$ cat src/rtl/riscv_core_lsu.sv
// Single-outstanding load/store unit: lane steering, byte enables and load extension.
// Define LSU_MISALIGN_CHECK_EN to trap misaligned accesses instead of aligning them down.
module riscv_core_lsu (
  input  logic        i_lsu_clk,
  input  logic        i_lsu_rst,
  input  logic        i_lsu_valid,
  input  logic        i_lsu_memwrite,
  input  logic        i_lsu_memread,
  input  logic [1:0]  i_lsu_size,
  input  logic        i_lsu_ldext,
  input  logic [63:0] i_lsu_addr,
  input  logic [63:0] i_lsu_wdata,
  output logic        o_lsu_ready,
  output logic        o_lsu_mem_req,
  output logic        o_lsu_mem_we,
  output logic [63:0] o_lsu_mem_addr,
  output logic [7:0]  o_lsu_mem_be,
  output logic [63:0] o_lsu_mem_wdata,
  input  logic        i_lsu_mem_gnt,
  input  logic        i_lsu_mem_rvalid,
  input  logic [63:0] i_lsu_mem_rdata,
  output logic        o_lsu_done,
  output logic [63:0] o_lsu_rdata,
  output logic        o_lsu_misaligned
);

`ifdef LSU_MISALIGN_CHECK_EN
  typedef enum logic [2:0] {S_IDLE, S_REQ, S_WAIT, S_DONE, S_ERR} state_t;
`else
  typedef enum logic [1:0] {S_IDLE, S_REQ, S_WAIT, S_DONE} state_t;
`endif

  state_t      state_q, state_d;
  logic        store_q;
  logic        zext_q;
  logic [1:0]  size_q;
  logic [63:0] addr_q;
  logic [63:0] wdata_q;
  logic [63:0] rdata_q;
  logic        accept;
  logic        mis;
  logic [2:0]  lo_eff;
  logic [5:0]  shamt;

  function automatic logic [7:0] size_mask(input logic [1:0] size);
    case (size)
      2'b00:   return 8'h01;
      2'b01:   return 8'h03;
      2'b10:   return 8'h0F;
      default: return 8'hFF;
    endcase
  endfunction

  function automatic logic [63:0] load_extend(input logic [63:0] raw, input logic [1:0] size,
                                              input logic zext);
    logic signed [7:0]  b;
    logic signed [15:0] h;
    logic signed [31:0] w;
    logic signed [63:0] sx;
    b  = raw[7:0];
    h  = raw[15:0];
    w  = raw[31:0];
    sx = raw;
    case (size)
      2'b00:   if (zext) sx = {56'b0, raw[7:0]};  else sx = b;
      2'b01:   if (zext) sx = {48'b0, raw[15:0]}; else sx = h;
      2'b10:   if (zext) sx = {32'b0, raw[31:0]}; else sx = w;
      default: sx = raw;
    endcase
    return sx;
  endfunction

`ifdef LSU_MISALIGN_CHECK_EN
  function automatic logic is_misaligned(input logic [1:0] size, input logic [2:0] lo);
    case (size)
      2'b01:   return lo[0];
      2'b10:   return |lo[1:0];
      2'b11:   return |lo;
      default: return 1'b0;
    endcase
  endfunction

  assign mis    = is_misaligned(i_lsu_size, i_lsu_addr[2:0]);
  assign lo_eff = i_lsu_addr[2:0];
`else
  // Without the trap, offsets below the access size are silently cleared.
  function automatic logic [2:0] align_lo(input logic [1:0] size, input logic [2:0] lo);
    case (size)
      2'b01:   return {lo[2:1], 1'b0};
      2'b10:   return {lo[2], 2'b00};
      2'b11:   return 3'b000;
      default: return lo;
    endcase
  endfunction

  assign mis    = 1'b0;
  assign lo_eff = align_lo(i_lsu_size, i_lsu_addr[2:0]);
`endif

  assign accept = (state_q == S_IDLE) & i_lsu_valid & (i_lsu_memwrite | i_lsu_memread);

  always_comb begin
    state_d = state_q;
    case (state_q)
      S_IDLE: begin
        if (accept) state_d = mis ? state_t'(S_IDLE + 3'd4) : S_REQ;
      end
      S_REQ:  if (i_lsu_mem_gnt) state_d = store_q ? S_DONE : S_WAIT;
      S_WAIT: if (i_lsu_mem_rvalid) state_d = S_DONE;
      default: state_d = S_IDLE;
    endcase
  end

  always_ff @(posedge i_lsu_clk) begin
    if (i_lsu_rst) state_q <= S_IDLE;
    else           state_q <= state_d;
  end

  // Request capture: data fields carry no reset, outputs are gated by state.
  always_ff @(posedge i_lsu_clk) begin
    if (accept) begin
      store_q <= i_lsu_memwrite;
      zext_q  <= i_lsu_ldext;
      size_q  <= i_lsu_size;
      addr_q  <= {i_lsu_addr[63:3], lo_eff};
      wdata_q <= i_lsu_wdata;
    end
  end

  assign shamt = {addr_q[2:0], 3'b000};

  always_ff @(posedge i_lsu_clk) begin
    if (i_lsu_rst)
      rdata_q <= '0;
    else if ((state_q == S_WAIT) && i_lsu_mem_rvalid)
      rdata_q <= load_extend(i_lsu_mem_rdata >> shamt, size_q, zext_q);
  end

  assign o_lsu_ready      = (state_q == S_IDLE);
  assign o_lsu_mem_req    = (state_q == S_REQ);
  assign o_lsu_mem_we     = o_lsu_mem_req & store_q;
  assign o_lsu_mem_addr   = o_lsu_mem_req ? {addr_q[63:3], 3'b000} : 64'd0;
  assign o_lsu_mem_be     = o_lsu_mem_req ? (size_mask(size_q) << addr_q[2:0]) : 8'd0;
  assign o_lsu_mem_wdata  = o_lsu_mem_req ? (wdata_q << shamt) : 64'd0;
  assign o_lsu_done       = (state_q == S_DONE);
  assign o_lsu_rdata      = rdata_q;
`ifdef LSU_MISALIGN_CHECK_EN
  assign o_lsu_misaligned = (state_q == S_ERR);
`else
  assign o_lsu_misaligned = 1'b0;
`endif

endmodule

$ cat config.mk
export PLATFORM = sky130hd
export DESIGN_NAME = riscv_core_lsu
export DESIGN_NICKNAME = d
export VERILOG_FILES = /design/src/rtl/riscv_core_lsu.sv
export SDC_FILE = /design/constraint.sdc
export NUM_CORES = 1
export LEC_CHECK = 0
export CAP_MARGIN = 10
export CORE_ASPECT_RATIO = 0.75
export CORE_UTILIZATION = 45
export CTS_CLUSTER_DIAMETER = 80
export CTS_CLUSTER_SIZE = 14
export DETAILED_ROUTE_END_ITERATION = 16
export PLACE_DENSITY = 0.89
export SLEW_MARGIN = 20
export SYNTH_ARGS = -nofsm -noshare
export SYNTH_HDL_FRONTEND = slang
export SYNTH_SLANG_ARGS = --single-unit
$ cat constraint.sdc
create_clock -name i_lsu_clk -period 5.4 [get_ports i_lsu_clk]
set_input_delay 0.54 -clock i_lsu_clk [delete_from_list [all_inputs] [get_ports i_lsu_clk]]
set_output_delay 0.54 -clock i_lsu_clk [all_outputs]
set_load 0.05 [all_outputs]
==> flow_summary_export.csv, run 1 <==
group,metric,value,unit
cts,cts.clk_slew.worst_paths,0.08,ns
yosys,synth_edf_count,132,
global_routing,grt_antenna_before_repair,0,
cts,holdBufCountCts,0,
yosys,synth_async_sr_flop_share,0,%
global_routing,grt_use_total,28.90,%
global_routing,grt_pass1_vias,8914,
global_routing,grt_overflow,0,
hold_path,hold_depth,2,
setup_path,crit_path_max_fanout,51,
detailed_routing,drtPass1Iterations,7,
power,powerDensity,450.4,nW/um^2
detailed_routing,vias,9347,
power,ir_worst_vdd,0.0004042,V
setup_path,r2r_setup_slack,2.01,ns
die,ios,407,
detailed_routing,drc_errors,0,
detailed_routing,vias_per_cell,5.720,
timing,fin_crit_sh,78.34,%
setup_path,rr_startpoint,"addr_q[2]",
cts,post_cts_buffers,0,
yosys,yosysSeqAreaShare,48.62,%
cts,clock-sinks,198,
setup_path,cp.arrival,3.69,ns
yosys,syn-cell-area,10870,um^2
power,leakage,5.410,nW
timing,rsz0062_at_grt,"no",
yosys,postSynthRegisterBits,198,
hold_path,hold_class,"reg2reg",
setup_path,required,4.86,ns
detailed_routing,ant_nets,0,
finish,area_growth,42.58,%
setup_path,r2r_cells,7,
detailed_routing,drt_wl_total,36500,um
yosys,yosys-top-cells-count,"edfxtp_1 (132), nor2_1 (119), mux2i_1 (81), and2_1 (72), nand2_1 (72)",
timing,report.final.hold_viol_count,0,
timing,finalCriticalPeriod,4.230,ns
yosys,yosysWarnings,0,
timing,setup_violations,0,
die,die_w,181.5,um
timing,tightest_slew,1.041,ns
hold_path,min_from,"o_lsu_rdata[7]",
yosys,avgSynthCellArea,11.21,um^2
cts,cts_resized,0,
run_status,status,"completed",
finish,nets,1527,
global_routing,grt_pass1_wl,53480,um
cts,clkLatencyLatePin,0.44,ns
finish,drive_gt1_share,12.37,%
timing,max_freq,236.4,MHz
setup_path,cp-end-kind,"output port",
cts,cts-root-buf,"clkbuf_16",
yosys,yosysTopAreaCellShare,36.46,%
yosys,synth_ff_type,"edfxtp_1",
yosys,syn_inst,970,
placement,place_congestion,0.9348,
timing,fin_setup_tns,0,ns
timing,slew_headroom,30.63,%
die,num_rows,48,
die,die_y,136.6,um
timing,finalClockSkew,0.01236,ns
placement,dp_hpwl,26570,um
setup_path,critical_path.startpoint,"state_q[1]",
finish,insertedDiodeCount,0,
finish,utilization,66.34,%
detailed_routing,drt_iter0_markers,936,
yosys,yosysTopAreaCell,"edfxtp_1",
yosys,synthTopCellsByArea,"edfxtp_1 (36%), dfxtp_1 (12%), mux4_2 (7.7%), mux2i_1 (7.5%), and2_1 (4.1%)",
job,max_cap_violations,0,
global_routing,grt_max_degree,104,
cts,clockBufferDepth,2,
setup_path,r2r-end,"o_lsu_rdata[45]",
detailed_routing,wl_per_cell,22.34,um
yosys,synth_cell_types,49,
cts,htreeDepth,4,
cts,cts_tree,"yes",
placement,portBuffers,402,
timing,finalMaxSlewViolations,0,
setup_path,critPathKind,"reg2out",
hold_path,holdPathEnd,"o_lsu_rdata[7]",
die,die_area,24790,um^2
die,design.core.area,23360,um^2
yosys,synthMostInstantiatedCell,"edfxtp_1",
cts,cts_buffers,17,
die,start_util,46.53,%
setup_path,critPathLaunchType,"register",
## how the worst max path moves through the flow
stage | endpoint | slack [ns]
2_1_floorplan | state_q[0] | 0.73
3_3_place_gp | o_lsu_mem_wdata[54] | 1.88
3_5_place_dp | o_lsu_mem_wdata[5] | 1.70
4_1_cts | o_lsu_mem_wdata[5] | 1.20
5_1_grt | o_lsu_mem_wdata[5] | 0.99
6_report | o_lsu_mem_wdata[5] | 1.17
## logic make-up after synthesis
kind of cell    synth area share [%]
simple gates                   15.78
flops                          48.62
compound gates                 12.62
mux                            17.71
buf+inv                        4.777
fa+ha+maj                     0.4604
other cells                  0.03450
## sequential cells by signal, summed over array words and instances (netlist names)
signal and count:
o_lsu_rdata 64, store_q 1, zext_q 1, state_q 2, wdata_q 64, size_q 2, addr_q 64
## through the flow
step           hold slack, ns  worst slack [ns]  power, mW  cell area [um^2]  cells
4_1_cts                0.5019             1.199      7.001             15500   1634
2_1_floorplan          0.6171            0.7328      4.589             10880    973
5_1_grt                0.5259            0.9945      7.252             15500   1634
3_3_place_gp           0.4794             1.884      5.725             14950   1602
6_report               0.5000             1.170      6.981             15500   1634
3_5_place_dp           0.4799             1.701      5.781             14950   1602
## critical path: stages, from the launching register on
cell	delay, ns
dfxtp_1	0.34
inv_1	0.14
ha_4	0.40
nand2_1	0.43
nor3_1	0.84
and2_1	0.24
clkdlybuf4s50_1	0.82
## power by group
group,switching (mW),internal [mW],total [mW]
combinational,2.38,1.28,3.67
sequential,0.157,1.94,2.10
clock,0.616,0.602,1.22
total,3.16,3.82,6.98
## area by class of cell
class / instances / area [um^2]
clock inverter: 15 / 121.4
clock buffer: 17 / 425.4
tap: 300 / 375.4
timing repair buffer: 417 / 4156
fill: 1747 / 7864
multi-input combinational: 681 / 5112
sequential: 198 / 5285
inverter: 6 / 22.52
## layer usage
| layer | GRT usage, % | wire, um | share of wire (%) |
|---|---|---|---|
| met1 | 36.11 | 14180 | 39 |
| met2 | 46.92 | 17310 | 47 |
| met3 | 9.952 | 4033 | 11 |
| met4 | 9.887 | 970 | 2.7 |
| met5 | 0 | 0 | 0 |
## placed cells by master (no fill, tap or decap), types with 17 or more instances in the layout
master | netlist | routed
nor2_1 | 119 | 118
edfxtp_1 | 132 | 132
dfxtp_1 | 66 | 66
nand2_1 | 72 | 72
clkbuf_16 | 0 | 17
o21ai_0 | 45 | 45
a21oi_1 | 28 | 28
and2_1 | 72 | 71
clkdlybuf4s50_1 | 0 | 401
mux2i_1 | 81 | 81
and3_1 | 20 | 20
mux4_2 | 37 | 37
mux2_2 | 25 | 25
a211oi_2 | 32 | 32
a211oi_1 | 27 | 27
nor2b_1 | 30 | 30
Power figures use the tool's default switching activity.
==> inputs of run 2 (changes only) <==
--- a/config.mk
+++ b/config.mk
@@ -7,11 +7,11 @@
 export LEC_CHECK = 0
 export CAP_MARGIN = 10
 export CORE_ASPECT_RATIO = 0.75
-export CORE_UTILIZATION = 45
+export CORE_UTILIZATION = 41
 export CTS_CLUSTER_DIAMETER = 80
 export CTS_CLUSTER_SIZE = 14
 export DETAILED_ROUTE_END_ITERATION = 16
-export PLACE_DENSITY = 0.89
+export PLACE_DENSITY = 0.86
 export SLEW_MARGIN = 20
 export SYNTH_ARGS = -nofsm -noshare
 export SYNTH_HDL_FRONTEND = slang
==> constraint.sdc (replaced) <==
create_clock -name i_lsu_clk -period 3.7 [get_ports i_lsu_clk]
set_input_delay 0.37 -clock i_lsu_clk [delete_from_list [all_inputs] [get_ports i_lsu_clk]]
set_output_delay 0.37 -clock i_lsu_clk [all_outputs]
set_load 0.05 [all_outputs]
==> run 2 against run 1 <==
Against the previous run:
- register-to-register slack worse by 1.3 ns
- die area up 9.6%
- critical path depth rose by 1
- via count is 0.61% higher
- largest cell class unchanged
- final area increased by 3.3%
==> flow_summary_export.csv, run 2 (synthesis results as in run 1) <==
group,metric,value,unit
finish,final_cell_mix,"clkdlybuf4s50_1 (349), edfxtp_1 (132), nor2_1 (119), mux2i_1 (81), nand2_1 (72)",
power,p_comb_share,52.6,%
run_status,status,"completed",
finish,nets,1541,
detailed_routing,wl_per_cell,22.18,um
die,ios,407,
cts,clock-sinks,198,
die,design.core.area,25970,um^2
setup_path,cp.arrival,2.94,ns
power,p_int,5.771,mW
cts,holdBufCountCts,0,
setup_path,critPathKind,"reg2out",
cts,htreeDepth,4,
hold_path,hold_class,"in2reg",
setup_path,r2r_setup_slack,0.72,ns
power,total_power,10.51,mW
hold_path,min_from,"i_lsu_rst",
cts,cts_resized,0,
die,die_area,27180,um^2
setup_path,critPathLaunchType,"register",
die,num_rows,51,
power,clockPowerShare,18.2,%
detailed_routing,drc_errors,0,
power,seqPwrFrac,29.2,%
cts,cts_buffers,17,
finish,final_common_cell,"clkdlybuf4s50_1",
global_routing,grt_antenna_before_repair,3,
cts,post_cts_buffers,0,
placement,dp_hpwl,28080,um
hold_path,hold_depth,2,
cts,cts-root-buf,"clkbuf_16",
setup_path,rr_startpoint,"addr_q[0]",
cts,cts_tree,"yes",
detailed_routing,drt_wl_total,37590,um
die,die_w,190.0,um
job,max_cap_violations,0,
detailed_routing,vias_per_cell,5.548,
global_routing,grt_pass1_wl,55360,um
timing,slew_headroom,29.78,%
power,switchingPower,4.735,mW
power,switching_share,45.07,%
timing,tightest_slew,1.050,ns
timing,report.final.hold_viol_count,0,
global_routing,grt_use_total,27.36,%
timing,setup_violations,0,
placement,place_congestion,0.9224,
global_routing,grt_pass1_vias,9210,
timing,max_freq,302.4,MHz
global_routing,grt_max_degree,86,
die,die_y,143.0,um
timing,fin_setup_tns,0,ns
detailed_routing,vias,9404,
cts,cts.clk_slew.worst_paths,0.08,ns
timing,finalClockSkew,0.01149,ns
setup_path,required,3.33,ns
placement,dp.cells,1660,
timing,fin_crit_sh,89.38,%
detailed_routing,ant_nets,0,
cts,clkLatencyLatePin,0.45,ns
setup_path,crit_path_max_fanout,32,
setup_path,r2r_cells,6,
timing,rsz0062_at_grt,"no",
detailed_routing,drtPass1Iterations,6,
setup_path,r2r-end,"o_lsu_rdata[13]",
placement,portBuffers,402,
finish,area_growth,47.32,%
timing,finalCriticalPeriod,3.307,ns
global_routing,grt_overflow,0,
power,leakage,5.714,nW
die,start_util,41.86,%
finish,drive_gt1_share,17.21,%
power,powerDensity,656.0,nW/um^2
setup_path,cp-end-kind,"output port",
timing,finalMaxSlewViolations,0,
cts,clockBufferDepth,2,
hold_path,holdPathEnd,"state_q[1]",
detailed_routing,drt_iter0_markers,764,
power,ir_worst_vdd,0.0005140,V
finish,fin_cells,1695,
[run 2: cell count changes in the layout (fill, tap and decap cells not counted)]
cell,previous run,this run
buf_12,2,35
buf_4,13,46
clkdlybuf4s50_1,401,349
clkinv_1,2,0
clkinv_2,1,0
clkinv_8,1,6
clkinvlp_2,2,0
clkinvlp_4,1,0
diode_2,0,3
inv_12,0,1
nor2_1,118,119
nor2_2,1,0
[run 2: power by group through the flow]
stage               clock network [mW]  logic, mW  registers (mW)
finish                            1.91       5.53            3.07
CTS                               1.95       5.53            3.06
floorplan                            0       3.26            3.40
global placement                     0       5.45            3.10
detailed placement                   0       5.50            3.11
global route                      2.02       5.79            3.10
[run 2: worst max-delay path, cell delays in order, from the launching register on]
cell,delay [ns]
edfxtp_1,0.66
buf_12,0.29
mux2_2,0.21
nor2_1,0.04
a21oi_1,0.23
mux2i_1,0.11
nor2b_1,0.12
clkdlybuf4s50_1,0.81
[run 2: worst max path at each step]
stage / startpoint / endpoint / slack, ns / cells after the start
detailed placement: i_lsu_mem_rdata[47] / o_lsu_rdata[62] / 0.78 / 7
CTS: addr_q[0] / o_lsu_mem_wdata[61] / 0.37 / 7
global route: state_q[1] / o_lsu_mem_wdata[14] / 0.24 / 6
finish: addr_q[0] / o_lsu_mem_wdata[61] / 0.39 / 7
global placement: addr_q[0] / o_lsu_rdata[14] / 0.86 / 6
floorplan: state_q[1] / o_lsu_mem_wdata[0] / 0.18 / 6
[run 2: area by class of cell]
type	instances	area, um^2
Fill cell	2053	9957
Sequential cell	198	5285
Multi-Input combinational cell	681	5110
Timing Repair Buffer	431	4544
Tap cell	344	430.4
Clock buffer	17	425.4
Clock inverter	15	188.9
Inverter	6	22.52
Antenna cell	3	7.507
[run 2: metrics by stage]
step | setup slack (ns) | hold slack [ns] | util [%] | cell area, um^2
after CTS | 0.3718 | 0.3431 | 61.63 | 16010
final | 0.3931 | 0.3632 | 61.66 | 16010
after global routing | 0.2356 | 0.3734 | 61.66 | 16010
after detailed placement | 0.7761 | 0.4953 | 59.27 | 15390
after global placement | 0.8594 | 0.4807 | 59.27 | 15390
after floorplan | 0.1819 | 0.4689 | - | 10890
[run 2: layer usage]
metal	up-vias	GRT usage (%)	part of all wire (%)
met5	-	0	0
met4	0	8.871	2.4
met3	54	8.380	9.9
met2	499	43.85	48
met1	4565	35.24	40
li1	4286	-	-
==> inputs of run 3 (changes only) <==
--- a/config.mk
+++ b/config.mk
@@ -9,7 +9,7 @@
 export CORE_ASPECT_RATIO = 0.75
 export CORE_UTILIZATION = 41
 export CTS_CLUSTER_DIAMETER = 80
-export CTS_CLUSTER_SIZE = 14
+export CTS_CLUSTER_SIZE = 12
 export DETAILED_ROUTE_END_ITERATION = 16
 export PLACE_DENSITY = 0.86
 export SLEW_MARGIN = 20
==> results of run 3 <==
Same layout as run 2: the final DEF is identical, and so are final timing and power.
